### config.mk
export PLATFORM = sky130hd
export DESIGN_NAME = fetch_unit_flat
export DESIGN_NICKNAME = d
export VERILOG_FILES = /design/src/rtl/fetch_unit_if.sv /design/src/rtl/fetch_unit.sv /design/src/flat_wrapper.sv
export SDC_FILE = /design/constraint.sdc
export NUM_CORES = 1
export LEC_CHECK = 0
export BUFFER_PORTS_ARGS = -buffer_cell sky130_fd_sc_hd__buf_2
export CORE_ASPECT_RATIO = 0.9
export CORE_UTILIZATION = 33
export DETAILED_ROUTE_END_ITERATION = 8
export PLACE_DENSITY_LB_ADDON = 0.15
export SYNTH_ARGS = -nofsm -noshare
export SYNTH_HDL_FRONTEND = slang
export SYNTH_SLANG_ARGS = --single-unit
### constraint.sdc
create_clock -name CLK -period 4.7 [get_ports CLK]
set_clock_uncertainty 0.15 [all_clocks]
set_input_delay 0.235 -clock CLK [delete_from_list [all_inputs] [get_ports CLK]]
set_output_delay 0.235 -clock CLK [all_outputs]
set_load 0.1 [all_outputs]
### src/rtl/fetch_unit_if.sv
// Fetch-to-ROM/decode bundle: ROM address and instruction return, decode control
// inputs, and the fetched instruction with its PC and status.
interface fetch_unit_if #(parameter int CNT_W = 32);
    logic [31:0]      Address;
    logic [31:0]      Instr;
    logic             Stall;
    logic             Branch;
    logic [15:0]      BranchOffset;
    logic             Jump;
    logic [25:0]      JumpTarget;
    logic             Halt;
    logic [31:0]      InstrOut;
    logic [31:0]      InstrPC;
    logic             InstrValid;
    logic             Halted;
    logic [CNT_W-1:0] FetchCount;

    modport master (
        input  Instr, Stall, Branch, BranchOffset, Jump, JumpTarget, Halt,
        output Address, InstrOut, InstrPC, InstrValid, Halted, FetchCount
    );
    modport slave (
        output Instr, Stall, Branch, BranchOffset, Jump, JumpTarget, Halt,
        input  Address, InstrOut, InstrPC, InstrValid, Halted, FetchCount
    );
endinterface

### src/rtl/fetch_unit.sv
// Instruction fetch stage: owns the PC, addresses the synchronous ROM, tags the
// returned word with its PC, and handles redirects, stalls and halt.
module fetch_unit #(
    parameter logic [31:0] RESET_PC = 32'h0,
    parameter int          CNT_W    = 32
) (
    input  logic CLK,
    input  logic RST,
    fetch_unit_if.master bus
);
    typedef enum logic [1:0] {FILL, RUN, HALTED} state_t;

    state_t           state;
    logic [31:0]      pc;
    logic [31:0]      instr_pc;
    logic             instr_valid;
    logic             halted;
    logic [CNT_W-1:0] fetch_count;
    logic [31:0]      addr;
    logic [31:0]      ipc_plus1;
    logic [31:0]      br_target;
    logic [31:0]      jmp_target;

    assign ipc_plus1  = instr_pc + 32'd1;
    assign br_target  = ipc_plus1 + {{16{bus.BranchOffset[15]}}, bus.BranchOffset};
    assign jmp_target = {ipc_plus1[31:26], bus.JumpTarget};

    // A stalled live instruction re-reads its own word so InstrOut stays put.
    always_comb begin
        addr = pc;
        if (state != HALTED && bus.Stall && instr_valid)
            addr = instr_pc;
    end

    always_ff @(posedge CLK or posedge RST) begin
        if (RST) begin
            state       <= FILL;
            pc          <= RESET_PC;
            instr_pc    <= 32'h0;
            instr_valid <= 1'b0;
            halted      <= 1'b0;
            fetch_count <= '0;
        end else begin
            case (state)
                FILL: begin
                    instr_pc    <= pc;
                    pc          <= pc + 32'd1;
                    instr_valid <= 1'b1;
                    if (fetch_count != '1) fetch_count <= fetch_count + 1'b1;
                    state       <= RUN;
                end
                RUN: begin
                    if (bus.Halt && instr_valid) begin
                        instr_valid <= 1'b0;
                        halted      <= 1'b1;
                        state       <= HALTED;
                    end else if (bus.Stall) begin
                        instr_valid <= instr_valid;
                    end else if (bus.Jump && instr_valid) begin
                        pc          <= jmp_target;
                        instr_valid <= 1'b0;
                    end else if (bus.Branch && instr_valid) begin
                        pc          <= br_target;
                        instr_valid <= 1'b0;
                    end else begin
                        instr_pc    <= addr;
                        pc          <= addr + 32'd1;
                        instr_valid <= 1'b1;
                        if (fetch_count != '1) fetch_count <= fetch_count + 1'b1;
                    end
                end
                HALTED: begin
                    instr_valid <= 1'b0;
                    halted      <= 1'b1;
                end
                default: state <= FILL;
            endcase
        end
    end

    assign bus.Address    = addr;
    assign bus.InstrOut   = bus.Instr;
    assign bus.InstrPC    = instr_pc;
    assign bus.InstrValid = instr_valid;
    assign bus.Halted     = halted;
    assign bus.FetchCount = fetch_count;
endmodule

### src/flat_wrapper.sv
// flat-port wrapper written by rule: the top's interface ports become plain ports
module fetch_unit_flat 
#(
    parameter logic [31:0] RESET_PC = 32'h0,
    parameter int          CNT_W    = 32
)
  (CLK, RST, bus_Instr, bus_Stall, bus_Branch, bus_BranchOffset, bus_Jump, bus_JumpTarget, bus_Halt, bus_Address, bus_InstrOut, bus_InstrPC, bus_InstrValid, bus_Halted, bus_FetchCount);
  fetch_unit_if #(.CNT_W(CNT_W)) bus_i ();
  input  logic CLK;
  input  logic RST;
  input wire logic [$bits(bus_i.Instr)-1:0] bus_Instr;
  input wire logic [$bits(bus_i.Stall)-1:0] bus_Stall;
  input wire logic [$bits(bus_i.Branch)-1:0] bus_Branch;
  input wire logic [$bits(bus_i.BranchOffset)-1:0] bus_BranchOffset;
  input wire logic [$bits(bus_i.Jump)-1:0] bus_Jump;
  input wire logic [$bits(bus_i.JumpTarget)-1:0] bus_JumpTarget;
  input wire logic [$bits(bus_i.Halt)-1:0] bus_Halt;
  output wire logic [$bits(bus_i.Address)-1:0] bus_Address;
  output wire logic [$bits(bus_i.InstrOut)-1:0] bus_InstrOut;
  output wire logic [$bits(bus_i.InstrPC)-1:0] bus_InstrPC;
  output wire logic [$bits(bus_i.InstrValid)-1:0] bus_InstrValid;
  output wire logic [$bits(bus_i.Halted)-1:0] bus_Halted;
  output wire logic [$bits(bus_i.FetchCount)-1:0] bus_FetchCount;
  assign bus_i.Instr = bus_Instr;
  assign bus_i.Stall = bus_Stall;
  assign bus_i.Branch = bus_Branch;
  assign bus_i.BranchOffset = bus_BranchOffset;
  assign bus_i.Jump = bus_Jump;
  assign bus_i.JumpTarget = bus_JumpTarget;
  assign bus_i.Halt = bus_Halt;
  assign bus_Address = bus_i.Address;
  assign bus_InstrOut = bus_i.InstrOut;
  assign bus_InstrPC = bus_i.InstrPC;
  assign bus_InstrValid = bus_i.InstrValid;
  assign bus_Halted = bus_i.Halted;
  assign bus_FetchCount = bus_i.FetchCount;
  fetch_unit #(.RESET_PC(RESET_PC), .CNT_W(CNT_W)) u_core (.CLK(CLK), .RST(RST), .bus(bus_i));
endmodule
* After elaboration in Yosys (flattened, before gate mapping)
Index checks and enable logic that the tools add are counted.
Operators by class: $lt $le $gt $ge 0, shift-type cells 0, multipliers 0, div/mod/pow operators 0, bitwise logic cells 1, multiplexer cells 26, $add $sub $neg 5, equality and inequality tests 10, reductions and logical operators 14
Operators with widths (number):
- 32-bit 2-to-1 mux | 14
- 32-bit one-hot mux with 2 select lines | 3
- 32-bit by 1-bit adder with 32-bit output (second input constant) | 4
- 32-bit adder | 1
- 32-bit != test (second input constant) | 1
- 2-bit != test (second input constant) | 5
- 2-bit one-hot mux with 3 select lines | 1
- 2-bit AND reduction | 3
- 1-bit logical AND | 5
- 1-bit 2-to-1 mux | 5
- 5-bit AND reduction | 1
- 2-bit nonzero test | 2
- 3-bit by 2-bit != test with 1-bit output (second input constant) | 1
- 1-bit one-hot mux with 3 select lines | 1
- 3-bit AND reduction | 1
- 3-bit nonzero test | 1
- 2-bit by 1-bit equality test with 1-bit output (second input constant) | 1
- 2-bit equality test (second input constant) | 1
- 2-bit logical NOT | 1
- 2-bit 2-to-1 mux | 1
- 2-bit by 1-bit != test with 1-bit output (second input constant) | 1
- 1-bit one-hot mux with 2 select lines | 1
- 1-bit NOT | 1
Storage, ports and cells: logic and storage cells 62, memories 0, output and inout bits 130, bits in latches 0, ROM bits 0, bits in registers 100, input port bits 80, memory bits (writable) 0

* Longest topological paths before layout
Gate-level depths: netlist of run 1.
depth after elaboration 10, gate-level depth with buffers 17, mapped depth without buffers 16

* Worst setup path before layout of run 1
Ideal clock, no wire load.
kind register to register, start point register u_core.instr_valid, in the netlist u_core.bus.InstrValid, end point register u_core.pc[30], data arrival time 6.034 ns, library setup time 0.128 ns, path slack -1.612 ns, buffers on the path 5, cell stages (with the launch flop) 16, required time 4.422 ns, period minus slack after synthesis 6.312 ns, cells stage by stage dfrtp_1 buf_2 and2_1 buf_2 nand2_1 clkbuf_1 clkbuf_1 o21ai_0 ha_1 nand4_1 or2_1 clkbuf_1 nor4_1 nor3_1 nor4_1 o21ai_1
On the way: longest elaborated chain between the ends 8, elaborated cells on any way between the ends 13, those cells by class add/sub (1); eq/ne (1); mux (6); reduce/logical (5)
Ends and longest elaborated chain:
- from (decl) | RTL line fetch_unit.sv:16 | logic instr_valid;
- from (signal assigned) | RTL line fetch_unit.sv:58 | instr_valid <= instr_valid;
- 1-bit logical AND | RTL line fetch_unit.sv:31 | if (state != HALTED && bus.Stall && instr_valid)
- 32-bit 2-to-1 mux | RTL line fetch_unit.sv:31
- via bus_Address[0] | RTL line flat_wrapper.sv:18 | output wire logic [$bits(bus_i.Address)-1:0] bus_Address;
- 32-bit by 1-bit adder with 32-bit output | RTL line fetch_unit.sv:67 | pc <= addr + 32'd1;
- 32-bit 2-to-1 mux | RTL line fetch_unit.sv:62 | end else if (bus.Branch && instr_valid) begin
- 32-bit 2-to-1 mux | RTL line fetch_unit.sv:59 | end else if (bus.Jump && instr_valid) begin
- 32-bit 2-to-1 mux | RTL line fetch_unit.sv:57 | end else if (bus.Stall) begin
- 32-bit 2-to-1 mux | RTL line fetch_unit.sv:53 | if (bus.Halt && instr_valid) begin
- 32-bit one-hot mux with 2 select lines | RTL line fetch_unit.sv:44 | case (state)
- to (signal assigned) | RTL line fetch_unit.sv:47 | pc <= pc + 32'd1;
- to (signal assigned) | RTL line fetch_unit.sv:60 | pc <= jmp_target;
- to (signal assigned) | RTL line fetch_unit.sv:63 | pc <= br_target;
- to (decl) | RTL line fetch_unit.sv:14 | logic [31:0] pc;
The timed path passes the listed nets, and every way through them passes these cells. The select of a mux whose other input is x is not followed. A chain may end at the register's enable or synchronous reset.

* Worst setup path in the final report of run 1
start point register u_core.instr_pc[3], in the netlist u_core.bus.InstrPC[3], end point register u_core.pc[31]
On the way: longest elaborated chain between the ends 7, elaborated cells on any way between the ends 9, those cells by class add/sub (3); mux (6)
Ends and longest elaborated chain:
- from (decl) | RTL line fetch_unit.sv:15 | logic [31:0] instr_pc;
- from (signal assigned) | RTL line fetch_unit.sv:46 | instr_pc <= pc;
- from (signal assigned) | RTL line fetch_unit.sv:66 | instr_pc <= addr;
- 32-bit by 1-bit adder with 32-bit output / 32-bit 2-to-1 mux (equally long branches) | RTL line fetch_unit.sv:24, fetch_unit.sv:31
- 32-bit adder / 32-bit by 1-bit adder with 32-bit output (equally long branches) | RTL line fetch_unit.sv:25, fetch_unit.sv:67
- 32-bit 2-to-1 mux | RTL line fetch_unit.sv:62
- 32-bit 2-to-1 mux * | RTL line fetch_unit.sv:59
- 32-bit 2-to-1 mux * | RTL line fetch_unit.sv:57
- 32-bit 2-to-1 mux * | RTL line fetch_unit.sv:53
- 32-bit one-hot mux with 2 select lines * | RTL line fetch_unit.sv:44
Every way passes the cells marked *; elsewhere a longest branch is shown, timed or not. The select of a mux whose other input is x is not followed.

==> results of run 1 <==
==> per-layer routing <==
| metal | vias up | wire [um] | GRT usage | part of all wire |
|---|---|---|---|---|
| li1 | 4262 | - | - | - |
| met1 | 4302 | 16300 | 0.358 | 0.48 |
| met2 | 344 | 14400 | 0.347 | 0.43 |
| met3 | 35 | 2400 | 0.0332 | 0.071 |
| met4 | 0 | 608 | 0.0643 | 0.018 |
| met5 | - | 0 | 0 | 0 |
==> worst reg2reg max path: cells and delay by family (launching register included) <==
| family | cells | cell delay [ns] |
|---|---|---|
| AOI/OAI and AO/OA | 7 | 1.52 |
| and+or+nand+nor | 7 | 1.42 |
| DFF | 1 | 0.51 |
| adders and majority gates | 1 | 0.34 |
| xor gates and xnor gates | 1 | 0.24 |
==> stage by stage <==
stage / util / cells / setup slack, ns / hold slack (ns)
6_report: 0.383 / 1592 / 0.406 / 0.0147
5_1_grt: 0.383 / 1592 / 0.0102 / 0.0319
4_1_cts: 0.382 / 1592 / 0.0445 / 0.00776
3_5_place_dp: 0.369 / 1574 / 0.0743 / 0.305
3_3_place_gp: 0.369 / 1574 / 0.186 / 0.302
2_1_floorplan: - / 1140 / 0.0785 / 0.198
==> cells by family after synthesis <==
family | share of synthesized area
AO/OA/AOI/OAI | 0.210
flip-flops | 0.276
XOR/XNOR | 0.107
adder cells (fa/ha/maj) | 0.0573
buffers and inverters | 0.0623
multiplexers | 0.0579
AND/OR/NAND/NOR | 0.230
==> final cells by class <==
type / count / area, um^2
timing repair buffer: 172 / 933
tap: 354 / 443
clock inverter: 7 / 83.8
fill: 2833 / 16700
multi-input combinational: 926 / 6070
inverter: 24 / 92.6
sequential: 100 / 2500
clock buffer: 9 / 225
==> how the worst max path moves through the flow <==
stage                                     start       endpoint  slack, ns  cells past startpoint
final                     u_core.bus.InstrPC[3]  u_core.pc[31]       0.41                     16
after global routing      u_core.bus.InstrPC[1]  u_core.pc[28]       0.01                     16
after CTS                 u_core.bus.InstrPC[2]  u_core.pc[31]       0.04                     15
after detailed placement  u_core.bus.InstrPC[2]  u_core.pc[31]       0.07                     15
after global placement    u_core.bus.InstrPC[2]  u_core.pc[31]       0.19                     15
after floorplan           u_core.bus.InstrValid  u_core.pc[30]       0.08                     16
==> timing repair <==
action	CTS	global route
gates resized for setup	0	8
hold endpoints to repair	66	0
buffers inserted	0	0
setup endpoints to repair	0	6
hold buffers	2	0
==> state kept, by name (all words and copies together), names as in the netlist <==
signal                 cells
u_core.state               2
u_core.bus.Halted          1
u_core.bus.InstrValid      1
u_core.bus.FetchCount     32
u_core.pc                 32
u_core.bus.InstrPC        32
==> placed cells by master (no fill, tap or decap), types with 6 or more instances in the layout <==
cell,count
sky130_fd_sc_hd__and4_1,6
sky130_fd_sc_hd__a221o_1,7
sky130_fd_sc_hd__o22ai_1,8
sky130_fd_sc_hd__nor2_1,89
sky130_fd_sc_hd__buf_2,145
sky130_fd_sc_hd__nor3_1,15
sky130_fd_sc_hd__buf_4,25
sky130_fd_sc_hd__inv_1,23
sky130_fd_sc_hd__a21oi_1,74
sky130_fd_sc_hd__o211ai_1,7
sky130_fd_sc_hd__clkbuf_16,9
sky130_fd_sc_hd__mux2i_1,12
sky130_fd_sc_hd__nor4_1,6
sky130_fd_sc_hd__a21o_1,16
sky130_fd_sc_hd__a211oi_1,8
sky130_fd_sc_hd__o21ai_0,75
sky130_fd_sc_hd__and2_1,14
sky130_fd_sc_hd__a22oi_1,7
sky130_fd_sc_hd__mux2_2,36
sky130_fd_sc_hd__xnor2_1,70
sky130_fd_sc_hd__o221ai_1,6
sky130_fd_sc_hd__xor2_1,41
sky130_fd_sc_hd__o21a_1,8
sky130_fd_sc_hd__ha_1,39
sky130_fd_sc_hd__nand2b_1,7
sky130_fd_sc_hd__nand2_1,164
sky130_fd_sc_hd__a31oi_1,19
sky130_fd_sc_hd__or3_1,6
sky130_fd_sc_hd__and3_1,30
sky130_fd_sc_hd__nand4_1,23
sky130_fd_sc_hd__nand3_1,42
sky130_fd_sc_hd__dfrtp_1,99
==> run_results.csv, run 1 <==
group,metric,value,unit
status,run_status,"completed",
timing,fin_crit_sh,0.914,
cells_and_area,fraction_of_layout_cells_with_a_size_suffix_above_1,0.203,
logic_synthesis,synth_enable_flop_cells,0,
floorplan,floorplan.die.height,159,um
worst_setup_path,startpoint_type_of_the_worst_setup_path,"flip-flop",
worst_setup_path,critical_path_buf_inv_count,0,
min_path,min_path_cells,3,
logic_synthesis,synthDominantCellAreaShare,0.276,
floorplan,row_count,57,
worst_setup_path,crit_family,"compound AO/OA/AOI/OAI gates",
worst_setup_path,r2r_start,"u_core.bus.InstrPC[3]",
timing,setup_tns,0,ns
floorplan,dieArea,28200,um^2
min_path,hold_class,"in -> reg",
logic_synthesis,synth_async_sr_flop_share,1.00,
worst_setup_path,timing.rr.end,"u_core.pc[31]",
detailed_routing,firstDrtPassIters,6,
worst_setup_path,critical_path_arrival,4.39,ns
clock_tree,worst_skew_pair.late_latency,0.37,ns
detailed_routing,num_vias,8943,
worst_setup_path,setup.worst_path.end_class,"flip-flop",
worst_setup_path,cp_slowest_cell,"sky130_fd_sc_hd__dfrtp_1",
logic_synthesis,synthesis.area,9080,um^2
clock_tree,h_tree_levels,3,
clock_tree,clockBufferDepth,2,
cells_and_area,layout-area-overhead-vs-synth,14.0,%
worst_setup_path,rr_worst_depth,16,
timing,final-hold-violation-count,0,
worst_setup_path,crit_path_max_incr_delay,0.51,ns
detailed_routing,routed_wirelength,33700,um
logic_synthesis,synthCells,1140,
cells_and_area,layout.nets,1354,
logic_synthesis,most_frequent_cell_after_synthesis,"sky130_fd_sc_hd__nand2_1",
floorplan,floorplan.io_pins,210,
global_route,grtUsageTotal,0.237,
timing,slew_headroom,0.196,
logic_synthesis,yosys-top-cells-count,"sky130_fd_sc_hd__nand2_1 (166), sky130_fd_sc_hd__dfrtp_1 (100), sky130_fd_sc_hd__nor2_1 (89)",
detailed_routing,route.antenna.remaining_nets,0,
global_route,grt_antenna_before_repair,0,
placement,routabilityCongestion,0.899,
worst_setup_path,cp_cell_sequence,"nand3_4 > nor4_4 > and3_2 > nand2_1 > nor2_1 > xor2_1 > ha_1 > nand2_1 > nor2_1 > a211oi_1 > o21ai_0 > a21oi_1 > a31oi_2 > o41ai_2 > a22oi_1 > o31a_1",
logic_synthesis,nets_in_the_synthesized_netlist,1261,
timing,report.final.slew_viol_count,0,
timing,fin_crit,4.29,ns
cells_and_area,postLayoutCellArea,10400,um^2
logic_synthesis,synth.avg_cell_area,7.97,um^2
timing,worst_slew_pin_slew,1.20,ns
detailed_routing,dr.first_iter.drc_count,728,
floorplan,dieWidth,177,um
min_path,endpoint_with_the_worst_hold_slack,"u_core.pc[11]",
timing,max_clock_freq,233,MHz
logic_synthesis,yosys_warnings,0,
timing,grt_setup_unrepaired,"no",
logic_synthesis,synth.largest_area_cell,"sky130_fd_sc_hd__dfrtp_1",
placement,placed_cell_area,9990,um^2
floorplan,initial_core_util,0.336,
worst_setup_path,critical_path_type,"reg -> reg",
clock_tree,clock_slew_at_reported_path_ffs,0.08,ns
worst_setup_path,reg2reg_slack,0.41,ns
detailed_routing,post_drt_wl_per_cell,21.2,um
run,maxCapViolCount,0,
clock_tree,cts_tree,"done",
min_path,worstHoldStart,"bus_JumpTarget[11]",
placement,port_buffers,145,
placement,post-dp-hpwl,25500,um
global_route,first_global_vias,8312,
worst_setup_path,path_max_fanout,7,
cells_and_area,antenna-diode-count,0,
logic_synthesis,synthDistinctLibCells,72,
global_route,largest_net_degree_at_the_start_of_global_routing,67,
clock_tree,numCtsBuffers,9,
floorplan,core-area,27000,um^2
detailed_routing,post-route-drc-count,0,
worst_setup_path,timing.critical_path.required,4.80,ns
global_route,grt_first_pass_wirelength,51300,um
clock_tree,cts.sinks,100,
clock_tree,cts_root_buffer,"sky130_fd_sc_hd__clkbuf_16",
logic_synthesis,seq_area_frac_synth,0.276,
logic_synthesis,postSynth.topFlopCell,"sky130_fd_sc_hd__dfrtp_1",
logic_synthesis,yosys-top-cells-area,"sky130_fd_sc_hd__dfrtp_1 (28%), sky130_fd_sc_hd__nand2_1 (6.9%), sky130_fd_sc_hd__xnor2_1 (6.8%)",
detailed_routing,post_drt_via_cell_ratio,5.62,
logic_synthesis,ys_seq_elements,100,
global_route,globalRoute.totalOverflow,0,
timing,setup_viol,0,
Power of run 1 is left out: the tool's default activity adds up to more than one toggle a clock period on the data nets, which glitch-free logic cannot reach.
==> inputs of run 2 (changes only) <==
- HOLD_SLACK_MARGIN: not set -> 0.06
==> run 2 against run 1 <==
Die area unchanged. Hold slack improved by 0.047 ns. Critical path type unchanged. Maximum frequency increased by 0.28%. Worst setup slack improved by 0.012 ns. Largest cell class unchanged. First-iteration DRC count increased by 5.4%. Final area increased by 0.29%. Non-clock buffer count increased by 3. Global-route usage about the same. Cell count increased by 0.19%.
==> run_results.csv, run 2 (synthesis results as in run 1) <==
group,metric,value,unit
timing,fin_crit_sh,0.911,
clock_tree,numCtsBuffers,9,
clock_tree,h_tree_levels,3,
cells_and_area,final.fill_count,2833,
cells_and_area,fraction_of_layout_cells_with_a_size_suffix_above_1,0.202,
cells_and_area,commonest_cells_after_routing_fill_and_taps_aside,"sky130_fd_sc_hd__nand2_1 (164), sky130_fd_sc_hd__buf_2 (145), sky130_fd_sc_hd__dfrtp_1 (99)",
clock_tree,worst_skew_pair.late_latency,0.37,ns
detailed_routing,post_drt_via_cell_ratio,5.61,
timing,setup_tns,0,ns
global_route,first_global_vias,8318,
worst_setup_path,rr_worst_depth,16,
worst_setup_path,timing.critical_path.required,4.80,ns
detailed_routing,dr.first_iter.drc_count,767,
floorplan,floorplan.die.height,159,um
floorplan,initial_core_util,0.336,
floorplan,floorplan.io_pins,210,
detailed_routing,post-route-drc-count,0,
floorplan,row_count,57,
global_route,grtUsageTotal,0.237,
worst_setup_path,critical_path_buf_inv_count,0,
placement,routabilityCongestion,0.899,
global_route,globalRoute.totalOverflow,0,
detailed_routing,num_vias,8954,
timing,setup_viol,0,
clock_tree,clockBufferDepth,2,
worst_setup_path,setup.worst_path.end_class,"flip-flop",
min_path,min_path_cells,3,
timing,report.final.slew_viol_count,0,
detailed_routing,post_drt_wl_per_cell,21.1,um
detailed_routing,routed_wirelength,33600,um
timing,max_clock_freq,234,MHz
clock_tree,cts_root_buffer,"sky130_fd_sc_hd__clkbuf_16",
timing,final-hold-violation-count,0,
timing,grt_setup_unrepaired,"no",
global_route,largest_net_degree_at_the_start_of_global_routing,67,
cells_and_area,antenna-diode-count,0,
cells_and_area,postLayoutCellArea,10400,um^2
detailed_routing,route.antenna.remaining_nets,0,
cells_and_area,layout.nets,1357,
status,run_status,"completed",
floorplan,core-area,27000,um^2
cells_and_area,layout.cells.most_common,"sky130_fd_sc_hd__nand2_1",
placement,placed_cell_area,9990,um^2
min_path,hold_class,"in -> reg",
floorplan,dieWidth,177,um
worst_setup_path,path_depth,16,
global_route,grt_first_pass_wirelength,51300,um
worst_setup_path,path_max_fanout,7,
timing,fin_crit,4.28,ns
worst_setup_path,critical_path_arrival,4.38,ns
clock_tree,cts_tree,"done",
placement,post-dp-hpwl,25500,um
run,maxCapViolCount,0,
worst_setup_path,crit_path_max_incr_delay,0.51,ns
worst_setup_path,cp_slowest_cell,"sky130_fd_sc_hd__dfrtp_1",
placement,port_buffers,145,
timing,worst_slew_pin_slew,1.20,ns
worst_setup_path,crit_family,"compound AO/OA/AOI/OAI gates",
cells_and_area,layout-area-overhead-vs-synth,14.4,%
worst_setup_path,critical_path_type,"reg -> reg",
detailed_routing,firstDrtPassIters,5,
worst_setup_path,startpoint_type_of_the_worst_setup_path,"flip-flop",
floorplan,dieArea,28200,um^2
clock_tree,clock_slew_at_reported_path_ffs,0.08,ns
timing,slew_headroom,0.199,
worst_setup_path,cp_cell_sequence,"nand3_4 > nor4_4 > and3_2 > nand2_1 > nor2_1 > xor2_1 > ha_1 > nand2_1 > nor2_1 > a211oi_1 > o21ai_0 > a21oi_1 > a31oi_2 > o41ai_2 > a22oi_1 > o31a_1",
clock_tree,cts.sinks,100,
global_route,grt_antenna_before_repair,0,
==> run 2: cell count changes in the layout (fill, tap and decap cells not counted) <==
cell,before,now
sky130_fd_sc_hd__dlygate4sd3_1,2,5
==> run 2: final timing paths <==
check	start	to	slack, ns
hold reg to reg	u_core.bus.Halted	u_core.bus.Halted	0.32
min in group asynchronous	RST	u_core.bus.FetchCount[9]	0.43
setup / recovery	u_core.bus.InstrPC[3]	u_core.pc[31]	0.42
hold / removal	bus_JumpTarget[13]	u_core.pc[13]	0.06
max in group asynchronous	RST	u_core.bus.InstrPC[2]	2.92
setup reg to reg	u_core.bus.InstrPC[3]	u_core.pc[31]	0.42
==> run 2: worst min-delay path, stage by stage <==
cell and delay, ns:
sky130_fd_sc_hd__buf_2 0.09, sky130_fd_sc_hd__a221oi_1 0.06, sky130_fd_sc_hd__o21ai_0 0.15
==> run 2: cell type report <==
cell class | instances | area (um^2) | area share
clock inverters | 7 | 83.8 | 0.00807
repair buffers | 175 | 963 | 0.0928
multi-input cells | 926 | 6070 | 0.585
flip-flops and latches | 100 | 2500 | 0.241
clock buffers | 9 | 225 | 0.0217
inverters | 24 | 92.6 | 0.00892
well taps | 354 | 443 | 0.0427
==> run 2: per-layer routing <==
| layer | GRT usage | share of wire | vias up |
|---|---|---|---|
| li1 | - | - | 4257 |
| met1 | 0.358 | 0.48 | 4310 |
| met2 | 0.347 | 0.43 | 354 |
| met3 | 0.0332 | 0.076 | 33 |
| met4 | 0.0643 | 0.017 | 0 |
| met5 | 0 | 0 | - |
==> run 2: what timing repair did <==
item / CTS / global route
endpoints found under the hold margin: 69 / 0
endpoints found under the setup margin: 0 / 6
buffers inserted: 0 / 0
hold buffers: 5 / 0
resized for setup: 0 / 8
==> run 2: per-stage QoR <==
step | hold slack (ns) | utilization | worst slack (ns) | cells
5_1_grt | 0.0852 | 0.384 | 0.0102 | 1595
2_1_floorplan | 0.198 | - | 0.0785 | 1140
3_3_place_gp | 0.302 | 0.369 | 0.186 | 1574
3_5_place_dp | 0.305 | 0.369 | 0.0743 | 1574
4_1_cts | 0.0628 | 0.383 | 0.0445 | 1595
6_report | 0.0620 | 0.384 | 0.419 | 1595
Power of run 2 is left out for the same reason.
==> inputs of run 3 (changes only) <==
- ABC_AREA: not set -> 1
- SKIP_LAST_GASP: not set -> 1
==> run 3 against run 2 <==
Sequential share of layout area is 3.9 points lower. Die area up 23%. Synthesized cell count grew 61%. First-iteration DRC count rose by 63%. Global-route usage grew 2.2 points. Register-to-register slack improved by 0.03 ns. Via count is 37% higher. Worst setup slack gained 0.028 ns. Clock-buffer cell count grew 2.
==> run_results.csv, run 3 <==
group,metric,value,unit
min_path,min_path_cells,5,
global_route,globalRoute.totalOverflow,0,
detailed_routing,routed_wirelength,44600,um
logic_synthesis,yosys_warnings,0,
min_path,hold_class,"in -> reg",
cells_and_area,layout.cells.non_filler,2379,
clock_tree,h_tree_levels,3,
floorplan,floorplan.die.height,177,um
clock_tree,cts.sinks,100,
logic_synthesis,synthDistinctLibCells,55,
logic_synthesis,seq_area_frac_synth,0.223,
cells_and_area,antenna-diode-count,0,
timing,fin_crit,4.25,ns
cells_and_area,layout-area-overhead-vs-synth,10.6,%
worst_setup_path,r2r_start,"u_core.bus.InstrPC[1]",
timing,final-hold-violation-count,0,
worst_setup_path,timing.rr.end,"u_core.pc[25]",
global_route,grtUsageTotal,0.259,
worst_setup_path,path_max_fanout,5,
logic_synthesis,synthDominantCellAreaShare,0.223,
logic_synthesis,synthCells,1831,
logic_synthesis,synth.avg_cell_area,6.12,um^2
detailed_routing,num_vias,12300,
cells_and_area,layout.nets,2040,
timing,fin_crit_sh,0.905,
global_route,largest_net_degree_at_the_start_of_global_routing,85,
run,maxCapViolCount,0,
logic_synthesis,most_frequent_cell_after_synthesis,"sky130_fd_sc_hd__nand2_1",
cells_and_area,layout.cells.most_common,"sky130_fd_sc_hd__nand2_1",
logic_synthesis,synth_async_sr_flop_share,1.00,
logic_synthesis,yosys-top-cells-area,"sky130_fd_sc_hd__dfrtp_1 (22%), sky130_fd_sc_hd__nand2_1 (17%), sky130_fd_sc_hd__inv_1 (7.9%)",
detailed_routing,dr.first_iter.drc_count,1252,
detailed_routing,post_drt_wl_per_cell,18.8,um
power,leakagePower,6.60,nW
floorplan,row_count,63,
timing,setup_tns,0,ns
floorplan,floorplan.io_pins,210,
detailed_routing,route.antenna.remaining_nets,0,
placement,post-dp-hpwl,34700,um
worst_setup_path,crit_family,"simple AND/OR/NAND/NOR gates",
worst_setup_path,cp_slowest_cell,"sky130_fd_sc_hd__dfrtp_1",
clock_tree,cts_root_buffer,"sky130_fd_sc_hd__clkbuf_16",
timing,slew_headroom,0.371,
floorplan,initial_core_util,0.337,
clock_tree,worst_skew_pair.late_latency,0.38,ns
cells_and_area,fraction_of_layout_cells_with_a_size_suffix_above_1,0.153,
worst_setup_path,critical_path_buf_inv_count,1,
worst_setup_path,critical_path_type,"reg -> reg",
clock_tree,clockBufferDepth,2,
worst_setup_path,crit_path_frequent_cell,"sky130_fd_sc_hd__nand2_1",
logic_synthesis,postSynth.topFlopCell,"sky130_fd_sc_hd__dfrtp_1",
timing,worst_slew_pin_slew,0.944,ns
worst_setup_path,cp_cell_sequence,"ha_1 > nand2_1 > nor2_2 > nand4_1 > nor2_1 > nand2_1 > nor2_2 > nand2_1 > xor2_1 > inv_1 > ha_1 > nand2_1 > nor2_1 > nand2_1 > nor3_1 > nand2_1 > nand2_1 > nand2_1 > nand3_1 > nand3_1 > nand2_1 > a21boi_1",
worst_setup_path,timing.critical_path.required,4.80,ns
placement,port_buffers,145,
cells_and_area,commonest_cells_after_routing_fill_and_taps_aside,"sky130_fd_sc_hd__nand2_1 (507), sky130_fd_sc_hd__inv_1 (234), sky130_fd_sc_hd__nor2_1 (193)",
worst_setup_path,rr_worst_depth,22,
global_route,grt_antenna_before_repair,0,
clock_tree,cts_tree,"done",
power,p_per_area,149,nW/um^2
floorplan,dieArea,34700,um^2
timing,grt_setup_unrepaired,"no",
min_path,endpoint_with_the_worst_hold_slack,"u_core.state[1]",
detailed_routing,post-route-drc-count,0,
worst_setup_path,critical_path_arrival,4.35,ns
worst_setup_path,startpoint_type_of_the_worst_setup_path,"flip-flop",
placement,routabilityCongestion,0.930,
power,vdd_ir_drop_max,0.000167,V
placement,instance_count_after_placement_with_tap_cells_included,2362,
floorplan,core-area,33200,um^2
global_route,grt_first_pass_wirelength,68600,um
worst_setup_path,reg2reg_slack,0.45,ns
detailed_routing,firstDrtPassIters,5,
timing,max_clock_freq,235,MHz
min_path,worstHoldStart,"bus_Halt",
logic_synthesis,nets_in_the_synthesized_netlist,1952,
logic_synthesis,synth.largest_area_cell,"sky130_fd_sc_hd__dfrtp_1",
clock_tree,numCtsBuffers,9,
timing,setup_viol,0,
detailed_routing,post_drt_via_cell_ratio,5.17,
status,run_status,"completed",
clock_tree,clock_slew_at_reported_path_ffs,0.09,ns
timing,report.final.slew_viol_count,0,
worst_setup_path,crit_path_max_incr_delay,0.44,ns
logic_synthesis,yosys-top-cells-count,"sky130_fd_sc_hd__nand2_1 (508), sky130_fd_sc_hd__inv_1 (236), sky130_fd_sc_hd__nor2_1 (194)",
logic_synthesis,synth_enable_flop_cells,0,
global_route,first_global_vias,11500,
floorplan,dieWidth,196,um
logic_synthesis,ys_seq_elements,100,
worst_setup_path,setup.worst_path.end_class,"flip-flop",
logic_synthesis,synthesis.area,11200,um^2
-- run 3: cells by family (layout without fill, tap and decap cells) --
| group | count (synthesis) | count (layout) | synth area share |
|---|---|---|---|
| adders and majority gates | 41 | 41 | 0.0465 |
| xor gates and xnor gates | 68 | 68 | 0.0532 |
| and+or+nand+nor | 1043 | 1043 | 0.420 |
| DFF | 100 | 100 | 0.223 |
| buffers and inverters | 324 | 417 | 0.129 |
| AOI/OAI and AO/OA | 255 | 255 | 0.129 |
-- run 3: metrics by stage --
step	area, um^2	hold WS, ns	util	total power [mW]	setup slack [ns]
6_report	12400	0.0669	0.373	1.85	0.446
2_1_floorplan	11200	0.322	-	1.12	0.0866
3_3_place_gp	12100	0.300	0.364	1.07	0.409
5_1_grt	12400	0.0962	0.373	1.92	0.0302
4_1_cts	12400	0.0674	0.373	1.86	0.453
3_5_place_dp	12100	0.306	0.364	1.07	0.497
-- run 3: how the worst max path moves through the flow --
| stage | to | startpoint | cells past startpoint | slack [ns] |
|---|---|---|---|---|
| CTS | u_core.pc[26] | u_core.bus.InstrPC[1] | 23 | 0.45 |
| global placement | u_core.pc[20] | u_core.bus.InstrPC[1] | 22 | 0.41 |
| global route | u_core.pc[25] | u_core.bus.InstrPC[1] | 22 | 0.03 |
| detailed placement | u_core.pc[26] | u_core.bus.InstrPC[1] | 23 | 0.50 |
| floorplan | u_core.pc[14] | u_core.bus.InstrValid | 16 | 0.09 |
| finish | u_core.pc[25] | u_core.bus.InstrPC[1] | 22 | 0.45 |
-- run 3: per-layer routing --
metal,up-vias,routed length [um],global-route usage
li1,6041,-,-
met1,5752,21100,0.375
met2,463,19200,0.399
met3,51,3400,0.0438
met4,0,910,0.0618
met5,-,0,0
-- run 3: worst min-delay path, stage by stage --
cell and delay, ns:
sky130_fd_sc_hd__buf_2 0.08, sky130_fd_sc_hd__nand2_1 0.05, sky130_fd_sc_hd__inv_1 0.06, sky130_fd_sc_hd__nand2_1 0.07, sky130_fd_sc_hd__nand2_1 0.07
-- run 3: layout make-up --
type                       instances  area [um^2]
sequential                       100         2500
clock inverter                     5         51.3
tap                              455          569
inverter                         243          921
fill                            3727        20800
timing repair buffer             158          826
multi-input combinational       1407         7270
clock buffer                      11          243
-- run 3: power by group --
| group | internal, mW | switching [mW] | total [mW] | leakage [nW] |
|---|---|---|---|---|
| clock network | 0.389 | 0.408 | 0.798 | 0.146 |
| registers | 0.859 | 0 | 0.859 | 1.12 |
| logic | 0.0602 | 0.131 | 0.191 | 5.34 |
-- run 3: timing repair --
action / CTS / global route
endpoints found under the hold margin: 64 / 0
setup endpoints to repair: 0 / 3
hold buffers: 1 / 0
setup buffers: 0 / 0
resized for setup: 0 / 2
Power figures use the tool's default switching activity.
